--- config.mk ---
export PLATFORM = sky130hd
export DESIGN_NAME = serial_add_driver
export DESIGN_NICKNAME = d
export VERILOG_FILES = /design/src/rtl/serial_add_pkg.sv /design/src/rtl/serial_add_cell.sv /design/src/rtl/serial_add_driver.sv
export SDC_FILE = /design/constraint.sdc
export NUM_CORES = 1
export LEC_CHECK = 0
export ABC_AREA = 1
export BUFFER_PORTS_ARGS = -buffer_cell sky130_fd_sc_hd__buf_2
export CORE_AREA = 10 10 77 79
export CTS_CLUSTER_DIAMETER = 80
export DETAILED_ROUTE_END_ITERATION = 7
export DIE_AREA = 0 0 87 89
export PLACE_DENSITY_LB_ADDON = 0.12
export SYNTH_ARGS = -nofsm -noshare
export SYNTH_HDL_FRONTEND = slang
export SYNTH_SLANG_ARGS = --single-unit
--- constraint.sdc ---
create_clock -name i_clock -period 2.3 [get_ports i_clock]
set_input_delay 0.345 -clock i_clock [delete_from_list [all_inputs] [get_ports i_clock]]
set_output_delay 0.345 -clock i_clock [all_outputs]
set_load 0.05 [all_outputs]
--- src/rtl/serial_add_pkg.sv ---
// Shared types and constants for the bit-serial adder front end.
package serial_add_pkg;

  typedef enum logic [1:0] {
    IDLE  = 2'd0,
    CLEAR = 2'd1,
    SHIFT = 2'd2,
    DONE  = 2'd3
  } state_t;

  localparam int DEF_WIDTH = 8;

  // Bits needed to count 0..width inclusive.
  function automatic int cnt_width(input int width);
    return $clog2(width + 1);
  endfunction

endpackage

--- src/rtl/serial_add_cell.sv ---
// Bit-serial Mealy full adder: combinational sum bit, one carry flop with
// synchronous clear and enable.
module serial_add_cell (
  input  logic i_clock,
  input  logic i_clr,
  input  logic i_en,
  input  logic i_a,
  input  logic i_b,
  output logic o_sum
);

  logic r_carry;

  assign o_sum = i_a ^ i_b ^ r_carry;

  always_ff @(posedge i_clock) begin
    if (i_clr) begin
      r_carry <= 1'b0;
    end else if (i_en) begin
      r_carry <= (i_a & i_b) | (r_carry & (i_a ^ i_b));
    end
  end

endmodule

--- src/rtl/serial_add_driver.sv ---
// Word-level front end for the bit-serial adder: latches operands, streams them
// LSB-first, reassembles the serial sum. SERIAL_ADD_DRIVER_INTERNAL_ADDER_EN
// selects the internal serial_add_cell instead of the external S_ser input.
//
// state | meaning
// IDLE  | waiting for Start, operands latched on acceptance
// CLEAR | one cycle clearing the adder carry
// SHIFT | WIDTH+1 cycles streaming bits, extra zero cycle yields the carry
// DONE  | one-cycle Done pulse, Sum/Cout already registered
module serial_add_driver
  import serial_add_pkg::*;
#(
  parameter int WIDTH = DEF_WIDTH
) (
  input  logic             i_clock,
  input  logic             i_reset,
  input  logic             i_start,
  input  logic [WIDTH-1:0] i_a_in,
  input  logic [WIDTH-1:0] i_b_in,
  input  logic             i_s_ser,
  output logic             o_a_ser,
  output logic             o_b_ser,
  output logic             o_adder_en,
  output logic             o_adder_clr,
  output logic             o_busy,
  output logic             o_done,
  output logic [WIDTH-1:0] o_sum,
  output logic             o_cout
);

  localparam int            CW       = cnt_width(WIDTH);
  localparam logic [CW-1:0] LAST_CNT = CW'(WIDTH);

  state_t         r_state;
  state_t         w_state_next;
  logic [CW-1:0]  r_count;
  logic [WIDTH:0] r_a_sh;
  logic [WIDTH:0] r_b_sh;
  logic [WIDTH:0] r_sum_sh;
  logic [WIDTH:0] w_sum_next;
  logic           w_s;
  logic           w_last;

`ifdef SERIAL_ADD_DRIVER_INTERNAL_ADDER_EN
  logic w_unused_s_ser;
  assign w_unused_s_ser = i_s_ser;

  serial_add_cell u_cell (
    .i_clock (i_clock),
    .i_clr   (o_adder_clr),
    .i_en    (o_adder_en),
    .i_a     (o_a_ser),
    .i_b     (o_b_ser),
    .o_sum   (w_s)
  );
`else
  assign w_s = i_s_ser;
`endif

  assign w_last     = (r_count == LAST_CNT);
  // Sum fills from the MSB side so bit 0 lands in place after WIDTH+1 shifts.
  assign w_sum_next = {w_s, r_sum_sh[WIDTH:1]};

  always_ff @(posedge i_clock) begin
    if (i_reset) begin
      r_state <= IDLE;
    end else begin
      r_state <= w_state_next;
    end
  end

  always_comb begin
    w_state_next = r_state;
    o_a_ser      = 1'b0;
    o_b_ser      = 1'b0;
    o_adder_en   = 1'b0;
    o_adder_clr  = i_reset;
    o_busy       = 1'b0;
    o_done       = 1'b0;
    case (r_state)
      IDLE: begin
        if (i_start) w_state_next = CLEAR;
      end
      CLEAR: begin
        o_adder_clr  = 1'b1;
        o_busy       = 1'b1;
        w_state_next = SHIFT;
      end
      SHIFT: begin
        o_a_ser    = r_a_sh[0];
        o_b_ser    = r_b_sh[0];
        o_adder_en = 1'b1;
        o_busy     = 1'b1;
        if (w_last) w_state_next = DONE;
      end
      DONE: begin
        o_busy       = 1'b1;
        o_done       = 1'b1;
        w_state_next = IDLE;
      end
      default: w_state_next = IDLE;
    endcase
  end

  always_ff @(posedge i_clock) begin
    if (i_reset) begin
      r_count  <= '0;
      r_a_sh   <= '0;
      r_b_sh   <= '0;
      r_sum_sh <= '0;
      o_sum    <= '0;
      o_cout   <= 1'b0;
    end else begin
      case (r_state)
        IDLE: begin
          if (i_start) begin
            r_a_sh <= {1'b0, i_a_in};
            r_b_sh <= {1'b0, i_b_in};
          end
        end
        CLEAR: begin
          r_count  <= '0;
          r_sum_sh <= '0;
        end
        SHIFT: begin
          r_sum_sh <= w_sum_next;
          r_a_sh   <= r_a_sh >> 1;
          r_b_sh   <= r_b_sh >> 1;
          r_count  <= r_count + 1'b1;
          if (w_last) begin
            o_sum  <= w_sum_next[WIDTH-1:0];
            o_cout <= w_sum_next[WIDTH];
          end
        end
        default: ;
      endcase
    end
  end

endmodule

=== Yosys cells after proc, flatten, opt, wreduce, memory -nomap -nowiden ===
Cells that the tools add are included.

* Flip-flop bits (word level): 42
* Input port bits: 20
* Word-level logic and storage cells: 36

* Muxes and demuxes: 15
* Reductions and logical operators: 7
* Equality and inequality tests: 6
* Add/subtract/negate cells: 1

{| class="wikitable"
|+ Operators by type and width
! kind !! number
|-
| case mux 9 bit (2 select lines) || 3
|-
| 2-to-1 mux 9 bit || 2
|-
| case mux 2 bit (4 select lines) || 1
|-
| case mux 4 bit (2 select lines) || 1
|-
| 2-to-1 mux 1 bit || 6
|-
| AND reduction 2 bit || 3
|-
| adder 4 x 1 -> 4 bit, second input constant || 1
|-
| == test 2 bit, second input constant || 2
|-
| == test 4 bit, second input constant || 1
|-
| 2-to-1 mux 2 bit || 2
|-
| != test 2 bit, second input constant || 2
|-
| nonzero test 2 bit || 2
|-
| OR reduction 3 bit || 1
|-
| == test 2 x 1 -> 1 bit, second input constant || 1
|-
| logical NOT 2 bit || 1
|}

=== Longest topological paths before layout ===
Gate-level depths: netlist of the first run.

* Word-level depth: 3
* Gate-level depth with buffers: 8

=== Worst setup path before layout of the first run ===
No wires, ideal clock.

* Path kind: register -> output
* Start point: reg r_state[0]
* End point: out o_a_ser
* Data arrival time: 1.701 ns
* Setup slack: 0.254 ns
* Cell stages (with the launch flop): 7
* Path buffers: 2
* Cell sequence: dfxtp_1 > inv_1 > ha_1 > buf_6 > buf_2 > nand2_1 > inv_1

* Cells in the longest elaborated chain, start to end: 2

{| class="wikitable"
|+ RTL lines
! element !! RTL line !! source
|-
| start, declared || serial_add_driver.sv:34 || <nowiki>state_t r_state;</nowiki>
|-
| start signal, assigned || serial_add_driver.sv:68 || <nowiki>r_state <= w_state_next;</nowiki>
|-
| == test 2 bit || serial_add_driver.sv:80 || <nowiki>case (r_state)</nowiki>
|-
| 2-to-1 mux 1 bit || serial_add_driver.sv:80 ||
|-
| end, declared || serial_add_driver.sv:21 || <nowiki>output logic o_a_ser,</nowiki>
|}

No other way between the ends.

=== Final worst setup path of the first run ===
* Start point: reg r_state[0]
* End point: out o_b_ser

* Cells in the longest elaborated chain, start to end: 2

{| class="wikitable"
|+ RTL lines
! element !! RTL line !! source
|-
| == test 2 bit || serial_add_driver.sv:80 ||
|-
| 2-to-1 mux 1 bit || serial_add_driver.sv:80 ||
|-
| end, declared || serial_add_driver.sv:22 || <nowiki>output logic o_b_ser,</nowiki>
|}

No other way between the ends.

==> results.ini, run 1 <==
[status]
status=completed

[setup_path]
endpoint_kind=output pin
crit_path_max_fanout=14
timing.rr.start=r_state[0]$_SDFFE_PP0P_
path_class=reg -> out
worstRegToRegCells=6
rr_endpoint=r_a_sh[0]$_SDFFE_PP0P_
start_kind=flip-flop
crit_required_ns=1.96
r2r_slack_ns=0.39
cp.arrival_ns=1.78

[global_routing]
grt-ovfl-total=0
grtUsageTotal_pct=10.9
grt_first_pass_wirelength_um=6870
grt_start_max_net_pins=22
grt_pass1_vias=1520
antenna_found_initial=0

[synth]
syn_inst=250
synth-seq-area-share_pct=43.5
syn_area_um2=1800
syn_area_per_cell_um2=7.19
ys_ff_latch=39
synth_fp_nets=277
yosysWarnings=0
yosysUniqueCellTypes=21

[clock_tree]
clock_latency_ns=0.29
numCtsBuffers=5
post_cts_resized=0
cts_root_buf=clkbuf_8
cts_setup_buffers=0
cts_buffer_depth=2
clk_pin_slew_ns=0.08
cts_sinks=39
ctsHoldBuffers=0
htreeDepth=2
cts_tree=done

[min_path]
holdPathStages=3
worst_hold_path_type=in -> reg
min_from=i_a_in[7]
hold_end=r_a_sh[7]$_SDFFE_PP0P_

[flow_run]
drv_cap=0

[layout]
final_nets=309
multi_input_area_um2=886
final.fill_count=455
final_common_cell=nand2_1
mostFrequentLayoutCells=nand2_1, dfxtp_1, buf_2
layout-drive-gt1-share_pct=20.5
regArea_um2=781
n_antenna_cell=0
areaGrowthSynthToFinish_pct=17.8

[floorplanning]
die-height_um=89
ios=35
start_util_pct=39.6
die_w_um=87
die_area_um2=7740
coreArea_um2=4540
fp-row-count=25

[timing]
hold_viol=0
fin_setup_tns_ns=0
drv_slew=0
fin_crit_ns=2.12
worstMarginPinSlew_ns=0.608
clock.fmax_ghz=0.472
max_slew_margin_pct=59.5
fin_skew_ns=0.00661
rsz0062_at_grt=false
period_share_pct=92.2
setup_viol=0

[place]
port_buffers=34
gp_congestion=0.752
dp_hpwl_um=2780

[route]
dr.pass1.iters=4
drt_first_iter_violations=84
drt-total-wl_um=4000
wl_per_cell_um=11.9
ant_nets=0
viasPerCell=4.82
drc=0
num_vias=1626

[power_and_ir_drop]
p_per_area_nw_per_um2=1210
ir_worst_vdd_uv=576
leakage_nw=0.975
power_w=0.00256

==> per-stage QoR <==
step           hold WS [ns]  std cells  util, %  cell area, µm²  worst slack [ns]
6_report              0.315        337     46.6            2120             0.179
5_1_grt               0.316        337     46.6            2120            0.0203
4_1_cts               0.302        337     46.6            2120             0.142
3_5_place_dp          0.450        329     43.6            1980             0.370
3_3_place_gp          0.448        329     43.6            1980             0.451
2_1_floorplan         0.445        250        -            1800             0.254
==> where the power goes <==
part | internal, W | switching (W)
combinational | 0.000285 | 0.000705
clock | 0.000433 | 0.000244
sequential | 0.000818 | 0.0000736
total | 0.00154 | 0.00102
==> synth_stat cells, drive strengths merged <==
cell type   n  area, µm²
dfxtp      39        781
nor2       36        143
a211oi      1       7.51
nor3        2       10.0
nand3      21        115
or2         1       6.26
buf        11       73.8
o21ai      18        105
nand2      77        294
ha          7       87.6
a21oi      22        118
clkbuf      1       3.75
inv        14       52.6
==> state kept, by name, indices dropped and copies added (netlist names) <==
name and flops:
r_count 4, o_sum 8, r_b_sh 8, r_state 2
r_a_sh 8, o_cout 1, r_sum_sh 8
==> worst max path at each step <==
stage,startpoint,to,slack [ns],depth (start not counted)
floorplan,r_state[0]$_SDFFE_PP0P_,o_a_ser,0.25,6
global placement,r_state[0]$_SDFFE_PP0P_,r_a_sh[5]$_SDFFE_PP0P_,0.45,6
detailed placement,r_state[0]$_SDFFE_PP0P_,r_a_sh[0]$_SDFFE_PP0P_,0.37,6
CTS,r_state[0]$_SDFFE_PP0P_,o_b_ser,0.14,5
global route,r_state[0]$_SDFFE_PP0P_,o_b_ser,0.02,5
finish,r_state[0]$_SDFFE_PP0P_,o_b_ser,0.18,5
==> kinds of logic (layout without fill, tap and decap cells) <==
logic type               Yosys count  count (layout)  synth area share, %
AND/OR/NAND/NOR                  137             137                 31.6
AO/OA/AOI/OAI                     41              41                 12.8
flip-flops                        39              39                 43.5
buffers and inverters             26              59                 7.24
adder cells (fa/ha/maj)            7               7                 4.87
==> layer usage <==
| metal | part of all wire (%) | vias up | GRT usage [%] |
|---|---|---|---|
| met3 | 5.4 | 9 | 3.92 |
| met5 | 0 | - | 0 |
| met1 | 46 | 730 | 12.7 |
| li1 | - | 857 | - |
| met2 | 46 | 30 | 16.9 |
| met4 | 2.7 | 0 | 6.04 |
==> critical path, cell delays in order (launching register included) <==
cell and delay [ns]:
dfxtp_1 0.33, inv_1 0.12, ha_1 0.53, nand2_1 0.17, inv_1 0.08, buf_2 0.26
==> final cells by class <==
type                    instances  share of cell area, %
flip-flops and latches         39                   36.9
clock inverters                 3                   3.19
repair buffers                 37                   9.11
inverters                      14                   2.48
well taps                      54                   3.19
multi-input cells             185                   41.9
clock buffers                   5                   3.25
Note: power is estimated with default switching activity, not from simulation.
==> inputs of run 2 (changes only) <==
SETUP_SLACK_MARGIN = 0.05   (was not set)
SYNTH_HIERARCHICAL = 1   (was not set)
==> run 2 against run 1 <==
Net effect:
- critical path type unchanged
- non-clock buffer count unchanged
- highest routed layer unchanged
- maximum frequency increased by 9.5%
- critical endpoint unchanged
- synthesized cell count unchanged
- critical path depth is the same
- clock skew fell by 0.00069 ns
- sequential power about the same
- first-iteration DRC count down 6.0%
==> results.ini, run 2 <==
[clock_tree]
htreeDepth=2
clk_pin_slew_ns=0.08
cts_setup_buffers=0
cts_tree=done
cts_root_buf=clkbuf_8
cts_sinks=39
cts_buffer_depth=2
clock_latency_ns=0.29
ctsHoldBuffers=0
numCtsBuffers=5

[floorplanning]
die_area_um2=7740
coreArea_um2=4540
die_w_um=87
ios=35
start_util_pct=39.6
fp-row-count=25
die-height_um=89

[timing]
whs_ns=0.314
period_share_pct=84.2
drv_slew=0
worstMarginPinSlew_ns=0.606
fin_skew_ns=0.00593
setup_viol=0
rsz0062_at_grt=false
clock.fmax_ghz=0.516
max_slew_margin_pct=59.6
fin_setup_tns_ns=0
hold_viol=0
fin_crit_ns=1.94

[route]
wl_per_cell_um=11.9
met1_length_um=1830
wl_met2_um=1810
met3RoutedLength_um=256
drt-total-wl_um=4010
drc=0
dr.pass1.iters=4
num_vias=1613
top_layer=met4
viasPerCell=4.79
drt_first_iter_violations=79
ant_nets=0

[setup_path]
critPathMostFrequentCell=inv_1
cp_top_family=buffers and inverters
path_class=reg -> out
start_kind=flip-flop
endpoint_kind=output pin
crit_buf_inv=3
max_stage_delay_ns=0.39
cp_slowest_cell=ha_2
crit_required_ns=1.96
crit_path_max_fanout=14
r2r_slack_ns=0.50
crit_chain=inv_1, ha_2, nand2_1, inv_1, buf_2
cp.arrival_ns=1.59

[synth]
synth_top_area_share_pct=43.5
synth_fp_nets=277
ys_ff_latch=39
yosysWarnings=6
yosysUniqueCellTypes=21
synth.area.top_cells=dfxtp_1, nand2_1, nor2_1
yosys.area.top_type=dfxtp_1
async_flop_share_pct=0
ys.flop_type=dfxtp_1
synth.most_common_cell=nand2_1
synth-seq-area-share_pct=43.5
synth.top_cells.by_count=nand2_1, dfxtp_1, nor2_1
syn_area_um2=1800
syn_inst=250
syn_area_per_cell_um2=7.19
synth_edf_count=0

[layout]
regArea_um2=781
final_common_cell=nand2_1
final_nets=309
areaGrowthSynthToFinish_pct=17.9
n_antenna_cell=0
multi_input_area_um2=888
final.fill_count=454
mostFrequentLayoutCells=nand2_1, dfxtp_1, buf_2
layout-drive-gt1-share_pct=20.8

[power_and_ir_drop]
p_per_area_nw_per_um2=1210
ir_worst_vdd_uv=579
leakage_nw=0.974
power_w=0.00256

[global_routing]
grt-ovfl-total=0
grt_start_max_net_pins=22
grtUsageTotal_pct=10.9
grt_first_pass_wirelength_um=6870
antenna_found_initial=0
grt_pass1_vias=1520

[place]
dp_hpwl_um=2780
gp_congestion=0.752
port_buffers=34

[status]
status=completed

[flow_run]
drv_cap=0

[min_path]
worst_hold_path_type=in -> reg

==> run 2: cell counts after synthesis <==
Identical to the previous run, type by type.
==> run 2: cell type report <==
class	instances	share of cell area (%)
multi-input cells	185	41.9
clock buffers	5	3.25
well taps	54	3.19
flip-flops and latches	39	36.9
clock inverters	3	3.19
inverters	14	2.48
repair buffers	37	9.10
==> run 2: kinds of logic (layout without fill, tap and decap cells) <==
| group | after synthesis | count (layout) | share of synthesized area (%) |
|---|---|---|---|
| flip-flops | 39 | 39 | 43.5 |
| AO/OA/AOI/OAI | 41 | 41 | 12.8 |
| AND/OR/NAND/NOR | 137 | 137 | 31.6 |
| buffers and inverters | 26 | 59 | 7.24 |
| adder cells (fa/ha/maj) | 7 | 7 | 4.87 |
==> run 2: what timing repair did <==
action / 4_1_cts / 5_1_grt
resized for setup: 0 / 1
setup endpoints to repair: 0 / 1
hold endpoints to repair: 0 / 0
==> run 2: power breakdown <==
part           leakage (nW)  internal, W  total, W  switching, W
Combinational         0.592     0.000287  0.000993      0.000706
Clock                0.0644     0.000433  0.000679      0.000246
Sequential            0.318     0.000818  0.000891     0.0000737
==> run 2: routing by layer <==
metal | vias to the layer above | GRT usage (%)
li1 | 856 | -
met1 | 709 | 12.7
met4 | 0 | 6.04
met3 | 9 | 3.92
met2 | 39 | 16.9
met5 | - | 0
==> run 2: per-stage QoR <==
stage,util [%],setup slack (ns),instances,cell area [µm²]
after floorplan,-,0.254,250,1800
after global placement,43.6,0.451,329,1980
after detailed placement,43.6,0.370,329,1980
after CTS,46.6,0.142,337,2120
after global routing,46.7,0.239,337,2120
final,46.7,0.363,337,2120
==> run 2: path summary, 6_finish.rpt <==
check	from	endpoint	cells past startpoint
hold reg to reg	o_sum[5]$_SDFFE_PP0P_	o_sum[5]$_SDFFE_PP0P_	2
setup / recovery	r_state[0]$_SDFFE_PP0P_	o_b_ser	5
hold / removal	i_b_in[7]	r_b_sh[7]$_SDFFE_PP0P_	3
setup reg to reg	r_state[1]$_SDFFE_PP0P_	r_count[1]$_SDFFE_PP0P_	5
==> run 2: worst register-to-register path: stages, from the launching register on <==
cell and delay, ns:
dfxtp_1 0.39, inv_1 0.10, ha_1 0.54, inv_1 0.28
o21ai_0 0.29, a211oi_1 0.08
